<file path="src/rtl/collider_pkg.sv">
// Shared types and default geometry for the multi-player terrain collider.
package collider_pkg;

    localparam int DEF_COORD_W    = 10;
    localparam int DEF_SCREEN_W   = 640;
    localparam int DEF_MAX_RADIUS = 15;

    typedef enum logic [2:0] {
        IDLE,
        LATCH,
        SCAN,
        DRAIN,
        EVAL,
        NEXT,
        DONE
    } state_t;

    // ground_y carries the package coordinate width; instances keep COORD_W at the default.
    typedef struct packed {
        logic                   landed;
        logic                   bounce;
        logic [DEF_COORD_W-1:0] ground_y;
    } hit_t;

    localparam hit_t HIT_RESET = '{landed: 1'b0, bounce: 1'b0, ground_y: '1};

endpackage

</file>
<file path="src/rtl/collider_scan_unit.sv">
// Per-player datapath: footprint range clamp, column address counter and
// min-height / bounce accumulators fed by a 1-cycle-latency heightmap port.
module collider_scan_unit
    import collider_pkg::*;
#(
    parameter int COORD_W    = DEF_COORD_W,
    parameter int SCREEN_W   = DEF_SCREEN_W,
    parameter int MAX_RADIUS = DEF_MAX_RADIUS
) (
    input  logic               clk,
    input  logic               reset_n,
    input  logic               load,
    input  logic               step,
    input  logic [COORD_W-1:0] x_in,
    input  logic [COORD_W-1:0] y_in,
    input  logic [COORD_W-1:0] r_in,
    input  logic [COORD_W-1:0] hmap_data,
    output logic [COORD_W-1:0] addr,
    output logic               at_hi,
    output logic               off_screen,
    output hit_t               result
);

    localparam int SW = COORD_W + 1;

    logic [COORD_W-1:0] r_clamp;
    logic [SW-1:0]      lo_s;
    logic [SW-1:0]      hi_s;
    logic [COORD_W-1:0] lo_c;
    logic [COORD_W-1:0] hi_c;

    logic [COORD_W-1:0] x_q;
    logic [COORD_W-1:0] y_q;
    logic [COORD_W-1:0] r_q;
    logic [COORD_W-1:0] hi_q;
    logic [COORD_W-1:0] min_y;
    logic [COORD_W-1:0] col_d;
    logic               rd_d;
    logic               bounce_acc;
    logic [SW-1:0]      bottom;

    // Range arithmetic is one bit wider so X-R below zero shows up as the sign bit.
    always_comb begin
        r_clamp = (r_in > COORD_W'(MAX_RADIUS)) ? COORD_W'(MAX_RADIUS) : r_in;
        lo_s    = {1'b0, x_in} - {1'b0, r_clamp};
        hi_s    = {1'b0, x_in} + {1'b0, r_clamp};
        lo_c    = lo_s[SW-1] ? '0 : lo_s[COORD_W-1:0];
        hi_c    = (hi_s > SW'(SCREEN_W - 1)) ? COORD_W'(SCREEN_W - 1) : hi_s[COORD_W-1:0];
    end

    assign off_screen = (x_in >= COORD_W'(SCREEN_W));
    assign at_hi      = (addr == hi_q);

    always_ff @(posedge clk or negedge reset_n) begin
        if (!reset_n) begin
            x_q        <= '0;
            y_q        <= '0;
            r_q        <= '0;
            hi_q       <= '0;
            addr       <= '0;
            min_y      <= '1;
            col_d      <= '0;
            rd_d       <= 1'b0;
            bounce_acc <= 1'b0;
        end else begin
            rd_d  <= step;
            col_d <= addr;
            if (load) begin
                x_q        <= x_in;
                y_q        <= y_in;
                r_q        <= r_clamp;
                addr       <= lo_c;
                hi_q       <= hi_c;
                min_y      <= '1;
                bounce_acc <= 1'b0;
            end else begin
                if (step && !at_hi) begin
                    addr <= addr + 1'b1;
                end
                if (rd_d) begin
                    if (hmap_data < min_y) begin
                        min_y <= hmap_data;
                    end
                    if ((col_d != x_q) && (hmap_data < y_q)) begin
                        bounce_acc <= 1'b1;
                    end
                end
            end
        end
    end

    assign bottom = {1'b0, y_q} + {1'b0, r_q};

    always_comb begin
        result          = HIT_RESET;
        result.landed   = (bottom >= {1'b0, min_y});
        result.bounce   = bounce_acc;
        result.ground_y = min_y;
    end

endmodule

</file>
<file path="src/rtl/multi_collider.sv">
// Per-frame terrain collision engine: sequences N players through one scan
// unit and commits all results atomically with a done pulse.
module multi_collider
    import collider_pkg::*;
#(
    parameter int N_PLAYERS  = 2,
    parameter int COORD_W    = DEF_COORD_W,
    parameter int SCREEN_W   = DEF_SCREEN_W,
    parameter int MAX_RADIUS = DEF_MAX_RADIUS
) (
    input  logic                         clk,
    input  logic                         reset_n,
    input  logic                         frame_start,
    input  logic [N_PLAYERS*COORD_W-1:0] player_x,
    input  logic [N_PLAYERS*COORD_W-1:0] player_y,
    input  logic [N_PLAYERS*COORD_W-1:0] player_r,
    output logic                         hmap_rd,
    output logic [COORD_W-1:0]           hmap_addr,
    input  logic [COORD_W-1:0]           hmap_data,
    output logic                         busy,
    output logic                         done,
    output logic                         overrun,
    output logic [N_PLAYERS-1:0]         landed,
    output logic [N_PLAYERS-1:0]         bounce,
    output logic [N_PLAYERS*COORD_W-1:0] ground_y
);

    localparam int IDX_W = (N_PLAYERS > 1) ? $clog2(N_PLAYERS) : 1;

    state_t             state;
    logic [IDX_W-1:0]   idx;
    hit_t               shadow [N_PLAYERS];

    logic [COORD_W-1:0] x_sel;
    logic [COORD_W-1:0] y_sel;
    logic [COORD_W-1:0] r_sel;
    logic               unit_load;
    logic               unit_step;
    logic               at_hi;
    logic               off_screen;
    hit_t               unit_hit;

    assign x_sel     = player_x[idx*COORD_W +: COORD_W];
    assign y_sel     = player_y[idx*COORD_W +: COORD_W];
    assign r_sel     = player_r[idx*COORD_W +: COORD_W];
    assign unit_load = (state == LATCH);
    assign unit_step = (state == SCAN);
    assign hmap_rd   = unit_step;
    assign busy      = (state != IDLE);

    collider_scan_unit #(
        .COORD_W    (COORD_W),
        .SCREEN_W   (SCREEN_W),
        .MAX_RADIUS (MAX_RADIUS)
    ) u_scan (
        .clk        (clk),
        .reset_n    (reset_n),
        .load       (unit_load),
        .step       (unit_step),
        .x_in       (x_sel),
        .y_in       (y_sel),
        .r_in       (r_sel),
        .hmap_data  (hmap_data),
        .addr       (hmap_addr),
        .at_hi      (at_hi),
        .off_screen (off_screen),
        .result     (unit_hit)
    );

    always_ff @(posedge clk or negedge reset_n) begin
        if (!reset_n) begin
            state    <= IDLE;
            idx      <= '0;
            done     <= 1'b0;
            overrun  <= 1'b0;
            landed   <= '0;
            bounce   <= '0;
            ground_y <= '1;
            for (int unsigned p = 0; p < N_PLAYERS; p++) begin
                shadow[p] <= HIT_RESET;
            end
        end else begin
            done    <= 1'b0;
            overrun <= frame_start && (state != IDLE);
            case (state)
                IDLE: begin
                    if (frame_start) begin
                        idx   <= '0;
                        state <= LATCH;
                    end
                end
                LATCH: begin
                    if (off_screen) begin
                        shadow[idx] <= HIT_RESET;
                        state       <= NEXT;
                    end else begin
                        state <= SCAN;
                    end
                end
                SCAN: begin
                    if (at_hi) begin
                        state <= DRAIN;
                    end
                end
                DRAIN: state <= EVAL;
                EVAL: begin
                    shadow[idx] <= unit_hit;
                    state       <= NEXT;
                end
                // Results are copied on entry to DONE so they change in the same cycle done is high.
                NEXT: begin
                    if (idx == IDX_W'(N_PLAYERS - 1)) begin
                        state <= DONE;
                        done  <= 1'b1;
                        for (int unsigned p = 0; p < N_PLAYERS; p++) begin
                            landed[p]                   <= shadow[p].landed;
                            bounce[p]                   <= shadow[p].bounce;
                            ground_y[p*COORD_W +: COORD_W] <= shadow[p].ground_y;
                        end
                    end else begin
                        idx   <= idx + 1'b1;
                        state <= LATCH;
                    end
                end
                DONE:    state <= IDLE;
                default: state <= IDLE;
            endcase
        end
    end

endmodule
</file>
<file path="config.mk">
export PLATFORM = sky130hd
export DESIGN_NAME = multi_collider
export DESIGN_NICKNAME = d
export VERILOG_FILES = /design/src/rtl/collider_pkg.sv /design/src/rtl/collider_scan_unit.sv /design/src/rtl/multi_collider.sv
export SDC_FILE = /design/constraint.sdc
export NUM_CORES = 1
export LEC_CHECK = 0
export ABC_CLOCK_PERIOD_IN_PS = 4650
export CAP_MARGIN = 5
export CORE_ASPECT_RATIO = 1.25
export CORE_MARGIN = 5
export CORE_UTILIZATION = 55
export DETAILED_ROUTE_END_ITERATION = 6
export PLACE_DENSITY = 0.81
export SYNTH_ARGS = -nofsm -noshare
export SYNTH_HDL_FRONTEND = slang
export SYNTH_SLANG_ARGS = --single-unit
</file>
<file path="constraint.sdc">
create_clock -name clk -period 4.65 [get_ports clk]
set_clock_uncertainty 0.05 [all_clocks]
set_input_delay 0.6975 -clock clk [delete_from_list [all_inputs] [get_ports clk]]
set_output_delay 0.6975 -clock clk [all_outputs]
set_load 0.03 [all_outputs]
</file>
==> out/qor.txt <==
outcome = complete, no violations
min Tclk post-route = 4.19 ns
Syn-to-layout area delta = 25.1%
Lkg Pwr = 0.00424 uW
R2R Setup Slk = 0.91 ns
Async SR Flop Fraction = 100%
met1 global-route usage = 28.7%
final core utilization = 69.4%
met2 usage = 43.7%
CTS Hold Bufs = 0
global-route wire length before repair = 31300 um
post-cts resize count = 0
I/O Buffers = 110
gr busiest metal = met2
Seq/Total Area, Yosys = 42.5%
final wirelength = 19100 um
MaxCap Viol Count = 0
TritonCTS clock tree = yes
Final nets = 1059
Setup TNS Final = 0 ns
RSZ-0062 raised after global routing = false
syn avg cell area = 9.39 um^2
slew margin rel. = 35.2%
Detailed Routing Iterations Pass 1 = 5
post-route clock period utilization = 90.2%
distinct cell type count of the synthesized netlist = 70
r2r startpoint = idx$_DFFE_PN0P_
1st-iter DRT viols = 416
final max-slew violation count = 0
Residual DRC = 0
io pins = 111
row count = 48
Setup Buffers After CTS = 0
Worst Path Required = 4.88 ns
initial core utilization = 55.5%
Setup-failing EPs final = 0
PD cells = 636 nW/um^2
GPL Wtd Cong = 0.895
Antenna Cells = 0
Worst-path clk slew = 0.06 ns
CTS root buffer = clkbuf_16
number of global-route vias before repair = 6257
die height = 141 um
flop and latch count out of synthesis = 126
die area = 16200 um^2
Die Wd = 115 um
CTS H-tree depth = 4
Worst Tran Pin Value = 0.972 ns
Fillers = 1075
TritonCTS buffer count = 17
Reg2Reg Depth = 9
wire length per cell = 17.2 um
fmax = 238 MHz
CTS Buffer Depth = 2
peak supply drop = 0.400 mV
share of layout cells above drive strength 1 = 13.8%
Max FO, Critical Path = 10
Final Power = 6020 uW
hpwl dp = 14000 um
synthesis warning total = 0
Syn Inst Count = 806
Final Hold Viols = 0
endpoint class of the critical path = flop
grt total ovfl = 0
prevailing post-synth register cell = dfrtp_1
reg2reg end = u_scan.hi_q[0]$_DFFE_PN0P_
EDFF count, synth = 0
Via Count = 6269
largest net degree at the start of global routing = 70
Worst-Skew Late Latency = 0.42 ns
CP Class = input port to flop
hold crit path type = input port to async pin
CP Launch Type = input port
M3 GR Usage = 4.42%
vias per inst = 5.64
core area = 13600 um^2
Tot GR Track Use = 24.6%
Post-Syn Area = 7570 um^2
clock sink count = 126
antenna-violating nets left = 0
Arrival @ worst endpoint = 4.42 ns
initial antenna violation count = 0
cell usage in the layout, fill, tap and decap left out, types with 7 or more instances in the layout:
| cell type | instances |
|---|---|
| nand2_1 | 127 |
| dfstp_2 | 50 |
| xnor2_1 | 32 |
| nand3_1 | 7 |
| ha_1 | 59 |
| nor2b_1 | 7 |
| a21o_1 | 11 |
| nor4_1 | 9 |
| dfrtp_1 | 76 |
| xor2_1 | 10 |
| inv_1 | 47 |
| and2_1 | 9 |
| a21oi_1 | 44 |
| buf_4 | 15 |
| a211oi_1 | 7 |
| o21ai_0 | 35 |
| mux2_2 | 8 |
| nor3_1 | 9 |
| nand4_1 | 8 |
| conb_1 | 12 |
| o22ai_1 | 11 |
| clkdlybuf4s50_1 | 109 |
| nor2_1 | 78 |
| clkbuf_16 | 17 |
| nand2b_1 | 8 |
| mux2i_1 | 24 |
worst max path at each step:
stage / slack (ns) / to / cells past startpoint / from
floorplan: 0.75 / u_scan.hi_q[3]$_DFFE_PN0P_ / 13 / player_r[9]
CTS: 0.50 / u_scan.hi_q[0]$_DFFE_PN0P_ / 13 / player_r[8]
global placement: 0.13 / u_scan.hi_q[3]$_DFFE_PN0P_ / 14 / player_r[9]
finish: 0.46 / u_scan.hi_q[0]$_DFFE_PN0P_ / 13 / player_r[8]
global route: 0.12 / u_scan.hi_q[1]$_DFFE_PN0P_ / 14 / player_r[9]
detailed placement: 0.06 / u_scan.hi_q[1]$_DFFE_PN0P_ / 14 / player_r[8]
synth_stat cells (4+ instances only):
cell	instances	area [um^2]
and3_1	5	31.3
a31oi_1	5	31.3
mux2i_1	24	240
nor2_1	78	293
a21oi_1	44	220
dfrtp_1	76	1900
nor3_1	9	45.0
o211ai_1	5	37.5
o21a_1	4	30.0
a2111oi_1	4	40.0
a211oi_1	7	52.6
ha_1	59	738
nor4_1	9	56.3
nand3_1	7	35.0
inv_1	47	176
nand2b_1	8	50.1
and2_1	9	56.3
buf_2	9	45.0
dfstp_2	50	1310
clkbuf_1	21	78.8
mux2_2	8	90.1
xor2_1	10	87.6
xnor2_1	32	280
nand2_1	127	477
a21o_1	11	82.6
nand4_1	8	50.1
nor3b_1	4	30.0
nor2b_1	7	43.8
o21ai_0	35	175
o22ai_1	11	68.8
logic make-up after synthesis:
logic type | synth area share [%]
buf+inv | 4.76
xor+xnor | 4.86
compound gates | 15.2
simple gates | 17.6
other cells | 0.0992
flops | 42.5
mux | 4.37
fa+ha+maj | 10.5
power breakdown:
part           total [uW]  internal, uW  switching, uW
logic                2710          1140           1570
clock network        1340           846            492
registers            1980          1620            356
per-layer routing:
layer  vias up  part of all wire, %
li1       3007                    -
met5         -                    0
met3        45                  4.8
met1      3029                   38
met4         0                  3.8
met2       188                   53
state kept, by name, summed over array words and instances (netlist names):
signal	cells
bounce	2
done	1
ground_y	20
idx	1
landed	2
overrun	1
shadow	24
state	3
u_scan.addr	10
u_scan.bounce_acc	1
u_scan.col_d	10
u_scan.hi_q	10
u_scan.min_y	10
u_scan.r_q	10
u_scan.rd_d	1
u_scan.x_q	10
u_scan.y_q	10
per-stage QoR:
step                area (um^2)  std cells  setup WS [ns]  hold WS, ns
floorplan                  7600        816          0.747        0.352
global placement           8870       1080          0.127        0.389
detailed placement         8870       1080         0.0636        0.395
CTS                        9470       1112          0.497        0.373
global route               9470       1112          0.122        0.413
finish                     9470       1112          0.456        0.341
worst max-delay path, stage by stage:
cell and delay [ns]:
clkdlybuf4s50_1 0.41, or4_1 0.49, nor4_1 0.19, a31oi_1 0.14, a211oi_1 0.36, inv_1 0.13
ha_1 0.31, a21oi_1 0.29, o221ai_2 0.18, a211oi_1 0.26, o21ai_1 0.26, and4_1 0.30
a2111oi_1 0.39
area by class of cell:
| type | count | area (um^2) | share of cell area [%] |
|---|---|---|---|
| multi-input cells | 605 | 4030 | 42.6 |
| flip-flops and latches | 126 | 3220 | 34.0 |
| repair buffers | 125 | 1220 | 12.9 |
| clock buffers | 19 | 433 | 4.57 |
| well taps | 175 | 219 | 2.31 |
| inverters | 49 | 184 | 1.94 |
| clock inverters | 13 | 163 | 1.72 |
No activity file was read; power rests on OpenSTA's default activity.
